`src/rtl/spi_pkg.sv`:
```
// Shared types and defaults for the SPI master engine.
package spi_pkg;

  typedef enum logic [2:0] {
    IDLE,
    SETUP,
    SHIFT,
    HOLD,
    GAP
  } spi_state_t;

  typedef struct packed {
    logic polarity;
    logic phase;
  } spi_mode_t;

  localparam int SPI_DEFAULT_DATA_WIDTH = 32;

endpackage

```
`src/rtl/spi_half_period_timer.sv`:
```
// Half-period tick generator: tick is high on the last cycle of every (divider+1)-cycle window.
module spi_half_period_timer #(
  parameter int DIVIDER_WIDTH = 16
) (
  input  logic                     clock,
  input  logic                     reset_n,
  input  logic                     restart,
  input  logic [DIVIDER_WIDTH-1:0] divider,
  output logic                     tick
);

  logic [DIVIDER_WIDTH-1:0] count;

  assign tick = (count == divider);

  always_ff @(posedge clock or negedge reset_n) begin
    if (!reset_n) begin
      count <= '0;
    end else if (restart || tick) begin
      count <= '0;
    end else begin
      count <= count + 1'b1;
    end
  end

endmodule

```
`src/rtl/spi_master_engine.sv`:
```
// SPI master: one request word becomes one full-duplex MSB-first frame in any CPOL/CPHA mode.
module spi_master_engine
  import spi_pkg::*;
#(
  parameter int DATA_WIDTH    = SPI_DEFAULT_DATA_WIDTH,
  parameter int DIVIDER_WIDTH = 16
) (
  input  logic                     clock,
  input  logic                     reset_n,
  input  logic                     request_valid,
  output logic                     request_ready,
  input  logic [DATA_WIDTH-1:0]    request_data,
  input  logic [DIVIDER_WIDTH-1:0] clock_divider,
  input  logic                     clock_polarity,
  input  logic                     clock_phase,
  output logic                     response_valid,
  output logic [DATA_WIDTH-1:0]    response_data,
  output logic                     busy,
  output logic                     serial_clock,
  output logic                     chip_select,
  output logic                     serial_out,
  input  logic                     serial_in,
  output logic [2:0]               debug_state
);

  localparam int TICK_WIDTH = $clog2(2 * DATA_WIDTH + 1);
  localparam logic [TICK_WIDTH-1:0] LAST_TICK = TICK_WIDTH'(2 * DATA_WIDTH);

  spi_state_t                state;
  spi_state_t                state_next;
  spi_mode_t                 mode_q;
  logic [DIVIDER_WIDTH-1:0]  divider_q;
  logic [DATA_WIDTH-1:0]     tx_q;
  logic [DATA_WIDTH-1:0]     rx_q;
  logic [TICK_WIDTH-1:0]     tick_count;
  logic [TICK_WIDTH-1:0]     tick_next;
  logic                      tick;
  logic                      accept;
  logic                      edge_event;
  logic                      sample_event;
  logic                      shift_event;
  logic                      frame_done;

  // Handshake: a request transfers on a clock edge where request_valid && request_ready;
  // request_ready is high only in IDLE, and a waiting request is never dropped or queued here.
  assign request_ready = (state == IDLE);
  assign busy          = (state != IDLE);
  assign debug_state   = state;
  assign tick_next     = tick_count + 1'b1;

  spi_half_period_timer #(
    .DIVIDER_WIDTH(DIVIDER_WIDTH)
  ) u_timer (
    .clock   (clock),
    .reset_n (reset_n),
    .restart (state_next != state),
    .divider (divider_q),
    .tick    (tick)
  );

  always_ff @(posedge clock or negedge reset_n) begin
    if (!reset_n) begin
      state <= IDLE;
    end else begin
      state <= state_next;
    end
  end

  // The tick that closes SETUP is the first SPI clock edge, so SHIFT holds the remaining edges.
  always_comb begin
    state_next   = state;
    accept       = 1'b0;
    edge_event   = 1'b0;
    sample_event = 1'b0;
    shift_event  = 1'b0;
    frame_done   = 1'b0;
    case (state)
      IDLE: begin
        if (request_valid) begin
          accept     = 1'b1;
          state_next = SETUP;
        end
      end
      SETUP: begin
        if (tick) begin
          edge_event = 1'b1;
          state_next = SHIFT;
        end
      end
      SHIFT: begin
        if (tick) begin
          edge_event = 1'b1;
          if (tick_next == LAST_TICK) begin
            state_next = HOLD;
          end
        end
      end
      HOLD: begin
        if (tick) begin
          frame_done = 1'b1;
          state_next = GAP;
        end
      end
      GAP: begin
        if (tick) begin
          state_next = IDLE;
        end
      end
      default: state_next = IDLE;
    endcase
    // Odd ticks are leading edges: CPHA=0 samples there, CPHA=1 samples on the even ones.
    if (edge_event) begin
      sample_event = tick_next[0] ^ mode_q.phase;
      shift_event  = !(tick_next[0] ^ mode_q.phase) && (tick_next != LAST_TICK);
    end
  end

  always_ff @(posedge clock or negedge reset_n) begin
    if (!reset_n) begin
      mode_q         <= '0;
      divider_q      <= '0;
      tx_q           <= '0;
      rx_q           <= '0;
      tick_count     <= '0;
      chip_select    <= 1'b1;
      serial_clock   <= 1'b0;
      serial_out     <= 1'b0;
      response_valid <= 1'b0;
      response_data  <= '0;
    end else begin
      response_valid <= frame_done;
      if (accept) begin
        mode_q.polarity <= clock_polarity;
        mode_q.phase    <= clock_phase;
        divider_q       <= clock_divider;
        tick_count      <= '0;
        rx_q            <= '0;
        chip_select     <= 1'b0;
        serial_clock    <= clock_polarity;
        if (!clock_phase) begin
          serial_out <= request_data[DATA_WIDTH-1];
          tx_q       <= request_data << 1;
        end else begin
          tx_q <= request_data;
        end
      end else if (state == IDLE) begin
        serial_clock <= clock_polarity;
        chip_select  <= 1'b1;
      end
      if (edge_event) begin
        serial_clock <= ~serial_clock;
        tick_count   <= tick_next;
      end
      if (sample_event) begin
        rx_q <= {rx_q[DATA_WIDTH-2:0], serial_in};
      end
      if (shift_event) begin
        serial_out <= tx_q[DATA_WIDTH-1];
        tx_q       <= tx_q << 1;
      end
      if (frame_done) begin
        chip_select   <= 1'b1;
        serial_clock  <= mode_q.polarity;
        response_data <= rx_q;
      end
    end
  end

endmodule

```
`config.mk`:
```
export PLATFORM = sky130hd
export DESIGN_NAME = spi_master_engine
export DESIGN_NICKNAME = d
export VERILOG_FILES = /design/src/rtl/spi_pkg.sv /design/src/rtl/spi_half_period_timer.sv /design/src/rtl/spi_master_engine.sv
export SDC_FILE = /design/constraint.sdc
export NUM_CORES = 1
export LEC_CHECK = 0
export BUFFER_PORTS_ARGS = -buffer_cell sky130_fd_sc_hd__buf_2
export CORE_MARGIN = 3
export CORE_UTILIZATION = 40
export DETAILED_ROUTE_END_ITERATION = 6
export SLEW_MARGIN = 5
export SYNTH_ARGS = -nofsm -noshare
export SYNTH_HDL_FRONTEND = slang
export SYNTH_SLANG_ARGS = --single-unit
```
`constraint.sdc`:
```
create_clock -name clock -period 4.4 [get_ports clock]
set_input_delay 0.66 -clock clock [delete_from_list [all_inputs] [get_ports clock]]
set_output_delay 0.66 -clock clock [all_outputs]
set_load 0.02 [all_outputs]
```
# Word level (Yosys, flattened, before mapping)
# Cells that the tools add are included.
# classes
addsub	2
n_eq_ne	9
mux	32
n_bitwise	2
reduce_logical	12
# op_table
cell	count
$mux 32	5
$mux 3	6
$mux 1	17
$add 16x1->16 const B	1
$eq 16x16->1	1
$mux 16	1
$pmux 3 s5	1
$mux 7	2
$add 7x1->7 const B	1
$eq 7x7->1 const B	1
$ne 7x7->1 const B	1
$eq 3x2->1 const B	2
$reduce_bool 2->1	3
$reduce_bool 3->1	2
$reduce_bool 4->1	1
$eq 3x1->1 const B	1
$eq 3x3->1 const B	1
$logic_not 3->1	1
$ne 3x3->1	1
$ne 2x1->1 const B	1
$reduce_and 2->1	1
$reduce_or 2->1	1
$logic_and 1x1->1	1
$logic_not 1->1	1
3 further kinds	3
# word_totals
ff_bits	144
inputBits	54
elab_cells	70

# Logic depth before layout (Yosys ltp)
# Gate-level depths: netlist (run 1).
# depth
depth_word	8
depth_mapped	8

# Hierarchy
# From an unflattened synthesis (run 1), not the netlist that was laid out.
# hier_totals
hier_cells	685
area_unflattened_um2	7247.0
# by_module_without_submodules
module	n_inst	cells_each	area_each_um2	seq_area_each_um2
spi_master_engine	1	585	6264.8	3204.3
spi_half_period_timer	1	100	982.2	400.4

# Least setup slack after synthesis (run 1)
# No wires, ideal clock.
# synth_path
path_type	reg2reg
from	reg state[1] (netlist: debug_state[1])
to	reg rx_q[24]
setup_time_ns	0.128
arrival_ns	2.441
required_time_ns	4.272
slack_ns	1.831
stages_incl_launch_ff	8
path_cell_list	dfrtp_1 > clkbuf_1 > nor3_1 > and2_1 > clkbuf_1 > clkbuf_1 > nor2_1 > mux2_1
# synth_rtl
item	line	text
start, declared	spi_master_engine.sv:29	spi_state_t state;
start signal, assigned	spi_master_engine.sv:65	state <= state_next;
$logic_not 3->1	n/a	
via request_ready	spi_master_engine.sv:11	output logic request_ready,
$mux 1	spi_master_engine.sv:77	case (state)
$reduce_bool 2->1 (no line)	n/a	
end signal, assigned	spi_master_engine.sv:155	rx_q <= {rx_q[DATA_WIDTH-2:0], serial_in};
end, declared	spi_master_engine.sv:34	logic [DATA_WIDTH-1:0] rx_q;
# The timed path passes the listed nets, and every way through them passes these cells.
# A chain may end at the register's enable or synchronous reset.

# Worst setup path after layout (run 1)
# layout_path
from	reg u_timer.count[5]
to	reg rx_q[24]
# layout_between
elab_chain_len	5
# layout_rtl
item	line	text
start, declared	spi_half_period_timer.sv:12	logic [DIVIDER_WIDTH-1:0] count;
start signal, assigned	spi_half_period_timer.sv:22	count <= count + 1'b1;
$eq 16x16->1 *	spi_half_period_timer.sv:14	assign tick = (count == divider);
$mux 1 *	spi_master_engine.sv:85, spi_master_engine.sv:91	
$mux 1 *	n/a	
$mux 1 *	spi_master_engine.sv:112	if (edge_event) begin
$mux 32 / $reduce_bool 2->1 (equally long branches)	n/a	
# Every way passes the cells marked *; elsewhere a longest branch is shown, timed or not.

==> run summary, run 1 <==
The worst max-slew margin expressed relative to the limit is 0.207. The area after detailed placement is 7250 um^2. The worst-case IR drop observed on VDD is 0.292 mV. In this run, post-CTS hold repair placed 0 buffers. The number of CTS-inserted buffers was 17.

The tools report the number of nets in the synthesized netlist as 607. Across all register-to-register paths, the minimum setup slack is 1.54 ns. TritonCTS built the clock tree.

The run gives 0.778 as the placer congestion estimate. Measured along the x axis, the die boundary spans 134 um. The total half-perimeter wirelength after legalization and detailed placement is 8910 um. For this run, the top clock speed supported by timing is 349 MHz.

The top cell types in the final layout, fill and taps aside, are dfrtp_1, buf_2, nor2_1, mux2_2, mux2i_1. The required time reported for the critical path endpoint is 4.69 ns. The logs give 0.494 for the utilization of the core after routing and 0 for the setup violation total in the final timing report. Summing every instance area after synthesis gives 6560 um^2. The detail route stage leaves a number of antenna-violating nets equal to 0.

The worst min-delay path class was in2async. Along the worst path, the maximum fanout reaches 32. The routed length per placed instance was 15.4 um; the count of buffers from port buffering was 94. For this design the top-level I/O count stands at 95. The tools report the number of DRC violations after detailed routing as 0.

The share of the clock period used by the worst path is 0.650, and the count of warnings emitted by yosys is 0. The clock passes through at most 2 buffers. The pre-antenna-repair detailed-routing pass consisted of 4 iterations. For this run, the post-layout net count is 696.

For the arrival time of the worst setup path, the log shows 3.16 ns. The total global routing track utilization is 0.157, and the initial detailed-routing violation count is 207. In this run, distinct cell masters in the synthesized netlist total 40. At the pin with the least slew margin, the transition time is 1.19 ns. The worst setup path is captured at a register. After detailed routing, the number of vias per cell comes to 5.05. The H-tree was split into 4 levels.

The total overflow left after global routing is 0. Buffer type at the clock tree root: clkbuf_16. The area share of the largest cell type after synthesis came out at 0.546. The number of cells on the worst reg-to-reg path is 5.

From synthesis to final layout, the design area changed by 20.1%. The cell type with the highest aggregate area in the netlist was dfrtp_1. The endpoint identified for the worst register-to-register timing path is rx_q[24]. After synthesis, the mean cell area works out to 11.9 um^2. In this run, synthesis produced a sequential element count of 144. Setup repair after global routing left no endpoint under its margin.

Row generation in the floorplan step produced 46 rows. The cell count after synthesis was 551; the area of all placed cells without fillers was 7870 um^2. The startpoint identified for the worst register-to-register timing path is u_timer.count[5]. The tools report the setup clock skew after layout as 0.00972 ns. Across all setup checks in the final design, the least slack found is 1.54 ns. The tools report the critical path startpoint category as a register.

The commonest non-fill, non-tap cell in the layout was dfrtp_1. The number of antenna diodes came out at 0. The die area is 18000 um^2.

The type of the setup path with the least slack is reg2reg. The die height is 134 um, and the number of maximum-capacitance violations is 0. The clock transition time at the flip-flop clock pins of the worst setup and hold paths is 0.06 ns, and the total power divided by cell area is 552 nW/um^2. The critical path starts at u_timer.count[5].

The run gives 0 as the total count of max-transition violations in the final report. Number of global-route vias before repair: 4632. The logs give 0.550 for the sequential area share after synthesis and 0 ns for the sum of negative setup slack. For the initial antenna violation count, the log shows 0. By area the synthesized netlist is led by dfrtp_1, mux2_2, mux2i_1.

For the initial cell density of the core, the log shows 0.411. The number of hold violations in the final report was 0; the final routed wirelength across all metal layers was 13300 um. The clock drives 144 sinks. The share of final-layout standard cells stronger than drive strength 1 was 0.316. Final critical-path required period: 2.86 ns.

For the number of gates resized after cts, the log shows 0. The routed via count is 4382. The worst slack at placement was 1.51 ns; the largest net degree at the start of global routing was 86.

The first global-routing pass estimated 22800 um of wire. The run finished with clean final reports. For the static leakage power, the log shows 0.00402 uW.

The core area is 15900 um^2. After clock tree synthesis, the setup repair step added 0 buffers. The latest clock arrival within the worst-skew pair was 0.42 ns.
cell type report:
cell class | count | area, um^2
fillers | 1444 | 8070
flip-flops and latches | 144 | 3600
multi-input cells | 353 | 2750
repair buffers | 102 | 537
clock buffers | 20 | 467
well taps | 216 | 270
clock inverters | 10 | 160
inverters | 22 | 82.6
report_power, final:
| group | internal, uW | switching, uW |
|---|---|---|
| clock network | 986 | 529 |
| logic | 433 | 374 |
| registers | 1720 | 307 |
| total | 3140 | 1210 |
kinds of logic (layout without fill, tap and decap cells):
logic type      after synthesis  count (layout)  synth area share
flops                       144             144             0.550
simple gates                149             149             0.107
buf+inv                      54             154            0.0330
mux                         119             119             0.195
xor+xnor                     34              34            0.0454
fa+ha+maj                     2               2           0.00382
compound gates               49              49            0.0668
metrics by stage:
| stage | instances | power [uW] | hold WS [ns] |
|---|---|---|---|
| after floorplan | 551 | 2580 | 0.364 |
| after global placement | 837 | 2810 | 0.460 |
| after detailed placement | 837 | 2850 | 0.490 |
| after CTS | 867 | 4400 | 0.330 |
| after global routing | 867 | 4600 | 0.359 |
| final | 867 | 4350 | 0.292 |
critical path, cell delays in order (launching register included):
cell     delay, ns
dfrtp_1       0.46
xor2_1        0.20
nor4_2        0.34
and4_1        0.36
nand3_2       0.75
mux2_1        0.61
cells in the mapped netlist, drive strengths merged:
cell type / instances
and3: 2
or4: 2
or3: 2
mux2: 68
a221o: 31
nor2b: 2
a22o: 1
and2: 2
a311oi: 1
and4: 4
clkbuf: 19
nand2b: 4
a211oi: 1
o22ai: 1
o211ai: 1
a31o: 3
nor4: 5
nand3: 11
o31ai: 1
dfstp: 1
dfrtp: 143
inv: 22
nand4: 4
buf: 13
a21oi: 2
xor2: 22
or2: 1
a211o: 1
nor2: 73
mux2i: 51
nand2: 31
nor3: 6
ha: 2
xnor2: 12
o21ai: 5
o41a: 1
worst max path at each step:
stage	to	slack, ns
after floorplan	rx_q[24]	1.83
after global placement	rx_q[28]	1.61
after detailed placement	rx_q[24]	1.51
after CTS	rx_q[24]	1.49
after global routing	tx_q[4]	1.16
final	rx_q[24]	1.54
registers in the layout (all words and copies together) (netlist names), 2 cells and up:
name and flops:
response_data 32, rx_q 32, tx_q 32, divider_q 16
u_timer.count 16, tick_count 7, debug_state 3, mode_q 2
per-layer routing:
layer	track usage	wire [um]	share of wire	vias up
met5	0	0	0	-
met4	0.0520	178	0.013	0
met3	0.0390	582	0.044	14
met2	0.249	6310	0.47	89
met1	0.213	6250	0.47	2167
li1	-	-	-	2112
Power figures use the tool's default switching activity.
==> run 2, diff against run 1 <==
==> constraint.sdc (replaced) <==
create_clock -name clock -period 2.8 [get_ports clock]
set_input_delay 0.42 -clock clock [delete_from_list [all_inputs] [get_ports clock]]
set_output_delay 0.42 -clock clock [all_outputs]
set_load 0.02 [all_outputs]
==> run 2 against run 1 <==
Clock skew decreased by 0.0028 ns. Routed wire length grew 0.79%. Global-route usage increased by 0.12 points. Sequential share of layout area decreased by 0.46 points. First-iteration DRC count is 11% higher. Design area rose by 1.0%. Flip-flop and latch count is the same. Maximum frequency is 18% higher. Setup slack worse by 1.2 ns. Critical path type unchanged. Critical endpoint is now response_data[8]. Highest routed layer unchanged.
==> run summary, run 2 (synthesis gave the netlist of run 1 again) <==
The run finished with clean final reports. The die height was 134 um (unchanged); the number of antenna diodes was 0 (unchanged). The worst min-delay path class was in2reg.

STA classifies the critical path startpoint as a register. Relative to the synthesized area, the layout overhead comes to 21.3%. The run gives 704 (+1.1%) as the net count of the finished layout.

Setup repair after global routing left no endpoint under its margin. The transition time of the tightest slew-check pin was 0.679 ns (-0.510 ns); the antenna violation net count after detailed routing was 0 (unchanged). In this run the clock root is driven by a clkbuf_16.

TritonCTS built the clock tree. The biggest fanout along the worst timing path works out to 36 (+13%). The initial cell density of the core was 0.411 (unchanged). The minimum hold slack is 0.232 ns (-0.0593 ns), and the worst max-slew margin expressed relative to the limit is 0.546 (+0.339). The type of the setup path with the least slack was reg2reg. The area of all placed cells without fillers is 7950 um^2 (+1.0%), and the final routed wirelength across all metal layers is 13400 um (+0.79%). The routed length per placed instance is 15.3 um (-0.25%), and the area after detailed placement is 7320 um^2 (+1.1%). Static leakage power: 0.00406 uW (+0.85%). The logs give 2 (unchanged) for the maximum clock path buffer count and 18000 um^2 (unchanged) for the die area.

The upper clock frequency limit was 413 MHz (+18%); the number of global-route vias before repair was 4509 (-2.7%). The worst ir drop on vdd was 0.474 mV (+62%); the share of the clock period used by the worst path was 0.864 (+0.213). The share of final-layout standard cells stronger than drive strength 1 was 0.323 (+0.00629).

The tools report the required time reported for the critical path endpoint as 3.10 ns (-1.59 ns). Number of gates resized after cts: 0 (unchanged). Number of fill cells: 1466 (+1.5%).

The worst slack at placement is 0.403 ns (-1.10 ns). The logs give 0 ns (unchanged) for the sum of negative setup slack and 46 (unchanged) for the number of rows in the core area. First-pass GRT wire length: 22600 um (-1.1%). The tools report the total count of max-transition violations in the final report as 0 (unchanged). The tools report the count of pins on the block boundary as 95 (unchanged). The mean number of vias per cell works out to 5.04 (-0.37%).

The number of DRC violations after detailed routing was 0 (unchanged). The run gives 0 (unchanged) as the total congestion overflow after global routing. The switching part of the total power was 0.278 (-0.000584).

The logs give 144 (unchanged) for the number of sinks on the clock net and 0.00692 ns (-0.00280 ns) for the setup clock skew after layout. The tools report the initial antenna violation count as 0 (unchanged). The logs give 1 (+1) for the number of hold-repair buffers added at the cts stage and 2.72 ns (-0.44 ns) for the arrival time of the worst setup path.

In the layout the commonest cells are dfrtp_1, buf_2, nor2_1, mux2_2, mux2i_1. The net switching component of the power was 1890 uW (+56%); the final critical-path required period was 2.42 ns (-0.443 ns). In the final layout, the registers with the most flip-flops are response_data x32, rx_q x32, tx_q x32. The logs give 0.381 ns (-1.16 ns) for the worst-case setup margin in the final layout and 63 (-27%) for the largest net degree at the start of global routing.

The tools report the cell-internal power as 4910 uW (+57%). The number of buffers inserted to repair setup after CTS was 0 (unchanged); the CTS H-tree depth was 4 (unchanged). The width of the die is 134 um (unchanged). The total half-perimeter wirelength after legalization and detailed placement was 8970 um (+0.67%); the total power divided by cell area was 855 nW/um^2 (+55%). The share of total power in sequential cells is 0.468 (+0.002).

The number of hold violations in the final report is 0 (unchanged), and the count of buffers from port buffering is 94 (unchanged). The detailed-routing iteration count for the pre-antenna-repair pass is 5 (+1), and the initial detailed-routing violation count is 230 (+11%). The run gives 0.186 (about the same) as the part of the total power dissipated in combinational logic. The logs give 15900 um^2 (unchanged) for the core area and 0 (unchanged) for the number of maximum-capacitance violations. The routed via count was 4411 (+0.66%); the number of CTS-inserted buffers was 17 (unchanged). The setup violation total in the final timing report is 0 (unchanged). Total global routing track utilization: 0.158 (+0.00119). The part of the total power dissipated in the clock network came out at 0.346 (-0.003).

The commonest non-fill, non-tap cell in the layout is dfrtp_1. The run gives 0.754 (-3.0%) as the placer congestion estimate. Element type at the critical path end: a register.

The latest clock arrival within the worst-skew pair is 0.42 ns (about the same), and the clock transition time at the flip-flop clock pins of the worst setup and hold paths is 0.06 ns (about the same).
-- run 2: changes by cell type in the layout (fill, tap and decap cells not counted), sizes merged --
cell,previous run,this run
dlygate4sd3,0,1
clkinv,5,4
clkinvlp,1,3
buf,102,109
-- run 2: final cells by class --
cell class / count / area, um^2 / share of cell area
Timing Repair Buffer: 110 / 624 / 0.0785
Sequential cell: 144 / 3600 / 0.453
Multi-Input combinational cell: 353 / 2750 / 0.346
Clock inverter: 11 / 163 / 0.0204
Tap cell: 216 / 270 / 0.0340
Clock buffer: 20 / 457 / 0.0574
Inverter: 22 / 82.6 / 0.0104
-- run 2: per-layer routing --
layer / track usage / share of wire / vias up
met4: 0.0611 / 0.015 / 0
met2: 0.249 / 0.47 / 83
met5: 0 / 0 / -
met1: 0.209 / 0.46 / 2191
li1: - / - / 2123
met3: 0.0465 / 0.047 / 14
-- run 2: metrics by stage --
stage / utilization / total power (uW) / instances
floorplan: - / 4050 / 551
global placement: 0.459 / 4420 / 844
detailed placement: 0.459 / 4480 / 844
CTS: 0.499 / 6890 / 876
global route: 0.499 / 7200 / 876
finish: 0.499 / 6800 / 876
-- run 2: worst paths after layout --
kind | slack [ns] | startpoint | end | cells after the start
max reg2reg | 0.38 | u_timer.count[5] | response_data[8] | 7
max in group asynchronous | 1.48 | reset_n | response_data[6] | 3
min in group asynchronous | 0.53 | reset_n | response_valid | 2
min reg2reg | 0.49 | response_data[10] | response_data[10] | 1
min | 0.23 | clock_divider[6] | divider_q[6] | 2
max | 0.38 | u_timer.count[5] | response_data[8] | 7
-- run 2: worst max-delay path, cell delays in order (launching register included) --
cell and delay [ns]:
dfrtp_1 0.45, xor2_1 0.20, nor4_2 0.35, nand4_1 0.22, buf_4 0.24, nor3_4 0.21, buf_12 0.23, mux2_2 0.37
-- run 2: power by group through the flow --
stage          clock network (uW)  registers (uW)  logic, uW
6_report                     2350            3180       1270
5_1_grt                      2510            3270       1420
4_1_cts                      2420            3180       1290
3_5_place_dp                    0            3210       1280
3_3_place_gp                    0            3180       1240
2_1_floorplan                   0            3100        947
==> run 3, diff against run 2 <==
==> constraint.sdc (replaced) <==
create_clock -name clock -period 2.8 [get_ports clock]
set_input_delay 0.14 -clock clock [delete_from_list [all_inputs] [get_ports clock]]
set_output_delay 0.14 -clock clock [all_outputs]
set_load 0.02 [all_outputs]
==> run 3 against run 2 <==
Critical path depth unchanged. Maximum frequency decreased by 1.3%. Clock power about the same. First-iteration DRC count decreased by 23%. Cell count increased by 1.7%. Utilization increased by 0.98 points. Global-route usage increased by 0.060 points. Via count increased by 1.7%. Critical endpoint is now response_data[7].
==> run summary, run 3 (synthesis gave the netlist of run 1 again) <==
The flow ran to the end, and the final reports show no timing, DRC or antenna violations. The final routed wirelength across all metal layers was 13400 um (-0.52%). The tools report the number of DRC violations after detailed routing as 0 (unchanged). The tools report the required time reported for the critical path endpoint as 3.10 ns (about the same).

The tools report the number of sinks on the clock net as 144 (unchanged). The number of maximum-capacitance violations is 0 (unchanged), and the part of the total power dissipated in the clock network is 0.342 (-0.004). The largest net degree at the start of global routing is 88 (+40%), and the initial detailed-routing violation count is 177 (-23%).

The logs give 8800 um (-1.8%) for the total half-perimeter wirelength after legalization and detailed placement and 3600 um^2 (unchanged) for the sequential cell area. The setup slack of the most critical reg-to-reg path came out at 0.35 ns (-0.03 ns). The worst slack at placement was 0.340 ns (-0.0627 ns). The logs give 0 (unchanged) for the number of hold violations in the final report and 0 (unchanged) for the initial antenna violation count. The final critical-path required period came out at 2.45 ns (+0.0321 ns).

The setup violation total in the final timing report was 0 (unchanged). The total power divided by cell area works out to 837 nW/um^2 (-2.1%). The logs give 6790 uW (-0.16%) for the overall power consumption and 95 (unchanged) for the count of pins on the block boundary. Switching part of the total power: 0.280 (+0.00193). The logs give 15900 um^2 (unchanged) for the core area and 0.564 mV (+19%) for the worst ir drop on vdd. The number of CTS-inserted buffers is 17 (unchanged).

The initial cell density of the core is 0.411 (unchanged). The total congestion overflow after global routing was 0 (unchanged); the net switching component of the power was 1900 uW (+0.53%). The worst setup path is of the reg2reg kind. The tools report the number of rows in the core area as 46 (unchanged).

The die height was 134 um (unchanged). The area after detailed placement was 7290 um^2 (-0.41%). The number of gates resized after cts was 0 (unchanged). The run gives 4 (unchanged) as the CTS H-tree depth.

The library cell used most frequently in the layout, excluding fill and tap cells, is dfrtp_1. The run gives 23000 um (+2.1%) as the first-pass GRT wire length. The largest registers in the layout are response_data x32, rx_q x32, tx_q x32. The tools report the buffer type at the clock tree root as clkbuf_16. The clock transition time at the flip-flop clock pins of the worst setup and hold paths works out to 0.06 ns (about the same).

The run gives 0.190 (+0.004) as the part of the total power dissipated in combinational logic. The run gives 2 (unchanged) as the maximum clock path buffer count. The routed length on met2 is 6470 um (+1.5%). The mean number of vias per cell came out at 5.03 (about the same). The logs give 0.159 (+0.000605) for the total global routing track utilization and 0.00712 ns (+0.000192 ns) for the setup clock skew after layout. The wire length the detailed router placed on met1 is 6140 um (-1.2%), and the post-synthesis to final-layout area growth is 23.7%. The routed length per placed instance was 15.0 um (-2.2%); the upper clock frequency limit was 408 MHz (-1.3%). The count of buffers from port buffering is 94 (unchanged), and the share of the clock period used by the worst path is 0.875 (+0.0115). The wire length on met3 is 583 um (-8.5%), and the antenna violation net count after detailed routing is 0 (unchanged). The worst setup path is captured at a register. The width of the die was 134 um (unchanged). The number of global-route vias before repair was 4683 (+3.9%); the routed via count was 4486 (+1.7%). The tightest min-delay check is of the in2reg type. The run gives 0.00411 uW (+1.4%) as the static leakage power. Leaving out fill and tap cells, the most frequent cells in the layout are dfrtp_1, buf_2, nor2_1, mux2_2, mux2i_1.

STA classifies the critical path startpoint as a register. Number of fill cells: 1438 (-1.9%). Cell-internal power: 4890 uW (-0.43%). Total count of max-transition violations in the final report: 0 (unchanged). The share of total power in sequential cells is 0.468 (about the same), and the worst max-slew margin expressed relative to the limit is 0.460 (-0.0858). The die area is 18000 um^2 (unchanged). The worst-case setup margin in the final layout was 0.349 ns (-0.0321 ns); the logic depth of the worst register-to-register path was 7 (unchanged). The biggest fanout along the worst timing path is 36 (unchanged).

The share of final-layout standard cells stronger than drive strength 1 was 0.310 (-0.0131); the number of antenna diodes was 0 (unchanged). The net count of the finished layout came out at 719 (+2.1%). TritonCTS built the clock tree. The hold path depth is 4 (+2), and the arrival time of the worst setup path is 2.75 ns (+0.03 ns). The latest clock arrival within the worst-skew pair is 0.42 ns (about the same). The detailed-routing iteration count for the pre-antenna-repair pass came out at 4 (-1). The logs give 0 ns (unchanged) for the sum of negative setup slack and 0.752 (-0.29%) for the placer congestion estimate.

The area of all placed cells without fillers came out at 8110 um^2 (+2.0%). Setup repair after global routing left no endpoint under its margin. After detailed routing, no signal wire sits above met4. The multi-input gate area in the final layout is 2750 um^2 (unchanged). The transition time of the tightest slew-check pin is 0.810 ns (+0.131 ns).
## run 3: changes by cell type in the layout (fill, tap and decap cells not counted)
cell           change
buf_4              -4
dlygate4sd3_1     +19
clkbuf_8           +2
bufinv_16          -1
clkinv_2           -2
clkinv_4           +1
## run 3: final timing paths
check | end | startpoint
min | tx_q[21] | request_data[20]
min in group asynchronous | tx_q[15] | reset_n
max | response_data[7] | u_timer.count[6]
max in group asynchronous | response_data[9] | reset_n
min reg2reg | response_data[6] | rx_q[6]
max reg2reg | response_data[7] | u_timer.count[6]
## run 3: metal layers
| metal | GRT usage | vias up |
|---|---|---|
| met5 | 0 | - |
| met4 | 0.0481 | 0 |
| met3 | 0.0469 | 13 |
| met2 | 0.255 | 81 |
| met1 | 0.211 | 2233 |
| li1 | - | 2159 |
## run 3: timing repair
action	in CTS	in global routing
endpoints found under the hold margin	104	0
hold buffers	20	0
setup endpoints to repair	0	0
buffers inserted	0	0
## run 3: metrics by stage
stage / std cells / utilization / hold WS (ns)
3_3_place_gp: 840 / 0.458 / 0.254
3_5_place_dp: 840 / 0.458 / 0.267
2_1_floorplan: 551 / - / -0.156
4_1_cts: 891 / 0.509 / 0.0745
5_1_grt: 891 / 0.509 / 0.101
6_report: 891 / 0.509 / 0.0874
## run 3: cell type report
cell class	instances	share of cell area
inverters	22	0.0102
repair buffers	125	0.0967
multi-input cells	353	0.339
clock buffers	22	0.0597
clock inverters	9	0.0162
flip-flops and latches	144	0.444
well taps	216	0.0333
## run 3: power by group through the flow
stage               Clock, uW  Combinational, uW  Sequential [uW]
global route             2480               1460             3270
detailed placement          0               1280             3210
global placement            0               1230             3190
floorplan                   0                947             3100
finish                   2320               1290             3180
CTS                      2380               1320             3180
## run 3: worst max-delay path, stage by stage (launching register included)
cell and delay, ns:
dfrtp_1 0.44, xor2_1 0.19, nor4_1 0.39, nand4_1 0.24
buf_4 0.25, nor3_4 0.20, buf_12 0.24, mux2_2 0.36
